<file path="config.mk">
export PLATFORM = sky130hd
export DESIGN_NAME = if_id_queue
export DESIGN_NICKNAME = d
export VERILOG_FILES = /design/src/rtl/if_id_queue.sv
export SDC_FILE = /design/constraint.sdc
export NUM_CORES = 1
export LEC_CHECK = 0
export ABC_AREA = 0
export CORE_MARGIN = 1.5
export CORE_UTILIZATION = 40
export DETAILED_ROUTE_END_ITERATION = 16
export GPL_TIMING_DRIVEN = 0
export PLACE_DENSITY_LB_ADDON = 0.2
export SLEW_MARGIN = 20
export SYNTH_ARGS = -nofsm -noshare
export SYNTH_HDL_FRONTEND = slang
export SYNTH_SLANG_ARGS = --single-unit
</file>
<file path="constraint.sdc">
create_clock -name clk -period 7.5 [get_ports clk]
set_input_delay 1.5 -clock clk [delete_from_list [all_inputs] [get_ports clk]]
set_output_delay 1.5 -clock clk [all_outputs]
set_load 0.01 [all_outputs]
</file>
<file path="src/rtl/if_id_queue.sv">
// if_id_queue: DEPTH-entry FIFO between IF and ID, carrying {pc, without_prediction, inst}.
// Valid/ready handshakes on both sides. flush empties the queue in one cycle.
// When the queue is empty the outputs show an all-zero bubble.
// Optional feature: define IF_ID_QUEUE_BYPASS_EN so an empty queue forwards
// the IF entry straight to ID in the same cycle (0-cycle latency).
module if_id_queue #(
   parameter int XLEN  = 32,
   parameter int DEPTH = 4
) (
   input  logic                     clk,
   input  logic                     rst_n,
   input  logic                     flush,
   input  logic                     in_valid,
   output logic                     in_ready,
   input  logic [XLEN-1:0]          pc_i,
   input  logic [XLEN-1:0]          without_prediction_i,
   input  logic [XLEN-1:0]          inst_i,
   output logic                     out_valid,
   input  logic                     out_ready,
   output logic [XLEN-1:0]          pc_o,
   output logic [XLEN-1:0]          without_prediction_o,
   output logic [XLEN-1:0]          inst_o,
   output logic [$clog2(DEPTH):0]   count
);

   localparam int AW = $clog2(DEPTH);
   localparam int CW = AW + 1;
   localparam logic [CW-1:0] FULL_COUNT = CW'(DEPTH);

   logic [3*XLEN-1:0] mem [DEPTH];
   logic [AW-1:0]     wr_ptr;
   logic [AW-1:0]     rd_ptr;
   logic [CW-1:0]     count_q;

   logic              empty;
   logic              bypass;
   logic              push;
   logic              pop;
   logic              store;
   logic              take;
   logic [3*XLEN-1:0] head;

   assign count = count_q;

   // Handshake decode and head-entry presentation; in_ready looks only at registered occupancy
   always_comb begin
      empty    = (count_q == '0);
      in_ready = (count_q != FULL_COUNT);
      push     = in_valid & in_ready;
`ifdef IF_ID_QUEUE_BYPASS_EN
      bypass   = empty & in_valid & ~flush;
      head     = bypass ? {pc_i, without_prediction_i, inst_i} : mem[rd_ptr];
`else
      bypass   = 1'b0;
      head     = mem[rd_ptr];
`endif
      out_valid = ~empty | bypass;
      pop       = out_valid & out_ready;
      store     = push & ~(bypass & out_ready);
      take      = pop & ~bypass;
      {pc_o, without_prediction_o, inst_o} = out_valid ? head : '0;
   end

   // Pointer and occupancy update; flush wins over any same-cycle push or pop
   always_ff @(posedge clk or negedge rst_n) begin
      if (!rst_n) begin
         wr_ptr  <= '0;
         rd_ptr  <= '0;
         count_q <= '0;
      end else if (flush) begin
         wr_ptr  <= '0;
         rd_ptr  <= '0;
         count_q <= '0;
      end else begin
         if (store) wr_ptr <= wr_ptr + AW'(1);
         if (take)  rd_ptr <= rd_ptr + AW'(1);
         case ({store, take})
            2'b10:   count_q <= count_q + CW'(1);
            2'b01:   count_q <= count_q - CW'(1);
            default: count_q <= count_q;
         endcase
      end
   end

   // Entry storage; not reset since occupancy alone decides what is valid
   always_ff @(posedge clk) begin
      if (store && !flush) mem[wr_ptr] <= {pc_i, without_prediction_i, inst_i};
   end

endmodule

</file>
==> results summary, run 1 <==
The flow ran to the end, and the final reports show no timing, DRC or antenna violations. The number of iterations in the first detailed-routing pass came out at 4. The initial antenna violation count was 0. In this run, distinct cell masters in the synthesized netlist total 29. The number of buffers added by the clock tree synthesis step came out at 42. The sum of routed wire length over all layers is 30800 um. The via count of the first global-routing pass is 7689.

The area used by sequential logic in the layout came out at 0.0117 sq mm. The per-cell routed wire length is 21.6 um. The multi-input combinational cell area came out at 0.00311 sq mm. For this run, the total global-route usage over all layers was measured as 16.3%.

The count of warnings emitted by yosys came out at 0. The final instance area came out at 0.0191 sq mm. The number of standard cells after synthesis came out at 672. The worst supply voltage drop on vdd is 0.000207 V. The net count reported at finish came out at 1030. The share of the Yosys chip area taken by registers is 78.0%. The path class of the tightest hold or removal check is flip-flop to flip-flop.

The clock root buffer is sky130_fd_sc_hd__clkbuf_16. The starting density of the core is 40.8%. The remaining design rule violation count is 0. Per report_power, the sequential group accounts for 47.6% of the total. The filler cells instantiated in the layout total 2981. TritonCTS built the clock tree. For this design the static power due to leakage is 6.08 nW. Clock skew on the completed layout was measured at 13.9 ps. The synthesis-to-layout area growth came out at 27.2%. For the final routed database, the setup TNS stands at 0 ps.

Summed over all instances, the cell type with the most area after synthesis is sky130_fd_sc_hd__edfxtp_1. Input and output buffers added on the ports amount to 200. STA classifies the critical path endpoint as an output pin.

Once placement completed, the tool counted placed cells totaling 1348. The floorplan core area came out at 0.0368 sq mm. The die outline width is 197 um.

In this run, the number of DRC markers left after iteration 0 of detailed routing was 371. By area the synthesized netlist is led by sky130_fd_sc_hd__edfxtp_1, sky130_fd_sc_hd__mux4_2, sky130_fd_sc_hd__and2_1. The number of failing setup endpoints in the final timing report came out at 0. The clock network fraction of design power is 36.2%. The final weighted congestion in routability-driven placement came out at 0.699. The I/O pin count came out at 202. The number of max-slew violations in the final report came out at 0. The smallest clock period supported by the final layout is computed as 4600 ps. The synthesis-stage register bit count is 391. The quantity of hold-fixing buffers added after cts came out at 0.

The ratio of total power to cell area came out at 276 mW/mm^2. The final instance count without filler cells is 1425. At the pin with the least slew margin, the transition time is 692 ps. The fraction of layout instances using a drive strength above 1 came out at 19.2%. The average footprint of a synthesized cell is 22.3 sq um.

The HPWL after detailed placement is 18700 um. The area enclosed by the die boundary is 0.0387 sq mm. The library cell used most frequently in the layout, excluding fill and tap cells, is sky130_fd_sc_hd__edfxtp_1.

The critical path is of the flip-flop to output pin type. STA puts the critical path data required time at 6000 ps. The endpoint arrival time on the critical path came out at 3100 ps.

In this run the cell area of the synthesized design comes to 0.0150 sq mm. The post-CTS setup repair buffer count came out at 0. The relative slew slack came out at 53.8%.

The net switching component of the power came out at 1.22 mW. The total overflow reported by the global router came out at 0. The cell area after placement is 0.0178 sq mm. The number of nets handed over by synthesis was 778. Hold is met by 582 ps.

The switching fraction of total power is 23.1%. The remaining antenna violation count is 0. Setup repair after global routing left no endpoint under its margin. Across all layers, the routed design uses 7219 vias. The number of vias per cell after detailed routing came out at 5.07. Dividing the final minimum period by the clock period gives 61.3%. The number of gates resized after cts came out at 0. The final number of hold-violating endpoints came out at 0. Counting along the longest clock path gives a buffer depth of 3. The internal portion of the total power is 4.04 mW. The maximum fanout encountered on the critical timing path is 11. The total number of clock tree sinks came out at 391. The power share of the combinational group is 16.2%. The worst setup path is launched from a flip-flop. After clock tree synthesis, the clock-pin slew on the worst setup and hold paths is 60 ps.

The first-pass GRT wire length came out at 46800 um. Timing would allow up to 217 MHz. Max-cap violations in this run came to 0. The standard-cell row count is 70. The top cell types in the final layout, fill and taps aside, are sky130_fd_sc_hd__edfxtp_1, sky130_fd_sc_hd__clkdlybuf4s50_1, sky130_fd_sc_hd__mux4_2, sky130_fd_sc_hd__and2_1, sky130_fd_sc_hd__clkbuf_16. The portion of synthesized cell area occupied by the leading cell type is 76.9%.

The final design utilization came out at 51.9%. The height of the chip is 197 um. Entering global routing, the biggest net connects 45 pins. The insertion delay of the later-clocked pin in the worst-skew pair is 560 ps. The depth of the CTS H-tree is 2.
[power by group through the flow]
stage          Clock, mW  Sequential [mW]  Combinational, mW
3_5_place_dp           0             2.55              0.874
5_1_grt             2.04             2.51              0.930
3_3_place_gp           0             2.56              0.861
4_1_cts             1.97             2.50              0.879
2_1_floorplan          0             2.55              0.436
6_report            1.90             2.50              0.854
[through the flow]
step | setup WS (ps) | power, mW
final | 2900 | 5.26
after global placement | -52.0 | 3.42
after global routing | 2640 | 5.48
after CTS | 2800 | 5.35
after floorplan | 2700 | 2.99
after detailed placement | 3410 | 3.42
[layout make-up]
type	instances	share of cell area, %
diodes	1	0.0131
plain buffers	36	0.997
clock buffers	55	5.92
clock inverters	21	0.734
inverters	2	0.0393
multi-input cells	243	16.3
flip-flops and latches	391	61.3
well taps	468	3.07
repair buffers	208	11.6
[flip-flops by register name (all words and copies together), names as in the netlist]
name	count
count	3
mem	384
rd_ptr	2
wr_ptr	2
[final timing paths]
kind	startpoint	to	slack (ps)	cells past startpoint
max in group asynchronous	rst_n	rd_ptr[1]	6040	1
hold reg to reg	wr_ptr[1]	wr_ptr[1]	580	2
setup reg to reg	count[0]	count[1]	4830	9
min in group asynchronous	rst_n	count[0]	1220	1
setup / recovery	count[0]	pc_o[13]	2900	6
hold / removal	wr_ptr[1]	wr_ptr[1]	580	2
[cells in the mapped netlist]
| library cell | count |
|---|---|
| sky130_fd_sc_hd__o221ai_1 | 1 |
| sky130_fd_sc_hd__and2_1 | 100 |
| sky130_fd_sc_hd__a21o_1 | 1 |
| sky130_fd_sc_hd__a21oi_1 | 4 |
| sky130_fd_sc_hd__nand4b_1 | 1 |
| sky130_fd_sc_hd__xor2_1 | 2 |
| sky130_fd_sc_hd__dfrtp_1 | 7 |
| sky130_fd_sc_hd__fa_1 | 1 |
| sky130_fd_sc_hd__clkbuf_1 | 18 |
| sky130_fd_sc_hd__or3b_2 | 1 |
| sky130_fd_sc_hd__nand2b_1 | 1 |
| sky130_fd_sc_hd__buf_6 | 2 |
| sky130_fd_sc_hd__buf_2 | 14 |
| sky130_fd_sc_hd__nor2_1 | 9 |
| sky130_fd_sc_hd__mux4_2 | 96 |
| sky130_fd_sc_hd__nand2_1 | 6 |
| sky130_fd_sc_hd__o311a_1 | 1 |
| sky130_fd_sc_hd__or2_2 | 1 |
| sky130_fd_sc_hd__nor3_1 | 2 |
| sky130_fd_sc_hd__o21ai_0 | 2 |
| sky130_fd_sc_hd__a31oi_1 | 1 |
| sky130_fd_sc_hd__or3_1 | 2 |
| sky130_fd_sc_hd__mux2_1 | 1 |
| sky130_fd_sc_hd__inv_1 | 2 |
| sky130_fd_sc_hd__buf_8 | 2 |
| sky130_fd_sc_hd__nand3_1 | 4 |
| sky130_fd_sc_hd__edfxtp_1 | 384 |
| sky130_fd_sc_hd__ha_1 | 4 |
| sky130_fd_sc_hd__xnor2_1 | 2 |
[metal layers]
metal	global-route usage, %	wire length (um)	vias to the layer above	part of all wire [%]
li1	-	-	3246	-
met3	5.44	2300	42	7.5
met2	25.0	14500	197	47
met5	0	0	-	0
met1	22.7	13600	3734	44
met4	4.01	474	0	1.5
[logic make-up (layout without fill, tap and decap cells)]
group,after synthesis,count (layout),synth area share [%]
AND/OR/NAND/NOR,127,127,5.03
multiplexers,97,97,14.5
XOR/XNOR,4,4,0.234
AO/OA/AOI/OAI,10,10,0.417
other,0,1,0
adder cells (fa/ha/maj),5,5,0.467
flip-flops,391,391,78.0
buffers and inverters,38,322,1.32
[worst max-delay path, cell delays in order, from the launching register on]
cell                              delay [ps]
sky130_fd_sc_hd__dfrtp_1                 540
sky130_fd_sc_hd__or3_1                   160
sky130_fd_sc_hd__buf_2                   340
sky130_fd_sc_hd__buf_2                   350
sky130_fd_sc_hd__clkbuf_1                360
sky130_fd_sc_hd__and2_1                  230
sky130_fd_sc_hd__clkdlybuf4s50_1         550
(Power assumes the default switching activity.)
==> run 2, diff against run 1 <==
clock period = 4.4 ns   (was 7.5 ns; I/O delays follow)
==> results of run 2 <==
The final DEF is identical to that of run 1. Status: complete, no violations.
Among the figures that moved: setup slack after placement 3410 ps -> 931 ps; setup slack after layout 2900 ps -> 421 ps; register-to-register setup slack 4830 ps -> 1730 ps; total power 5.26 mW -> 8.97 mW; worst IR drop on VDD 0.000207 V -> 0.000352 V
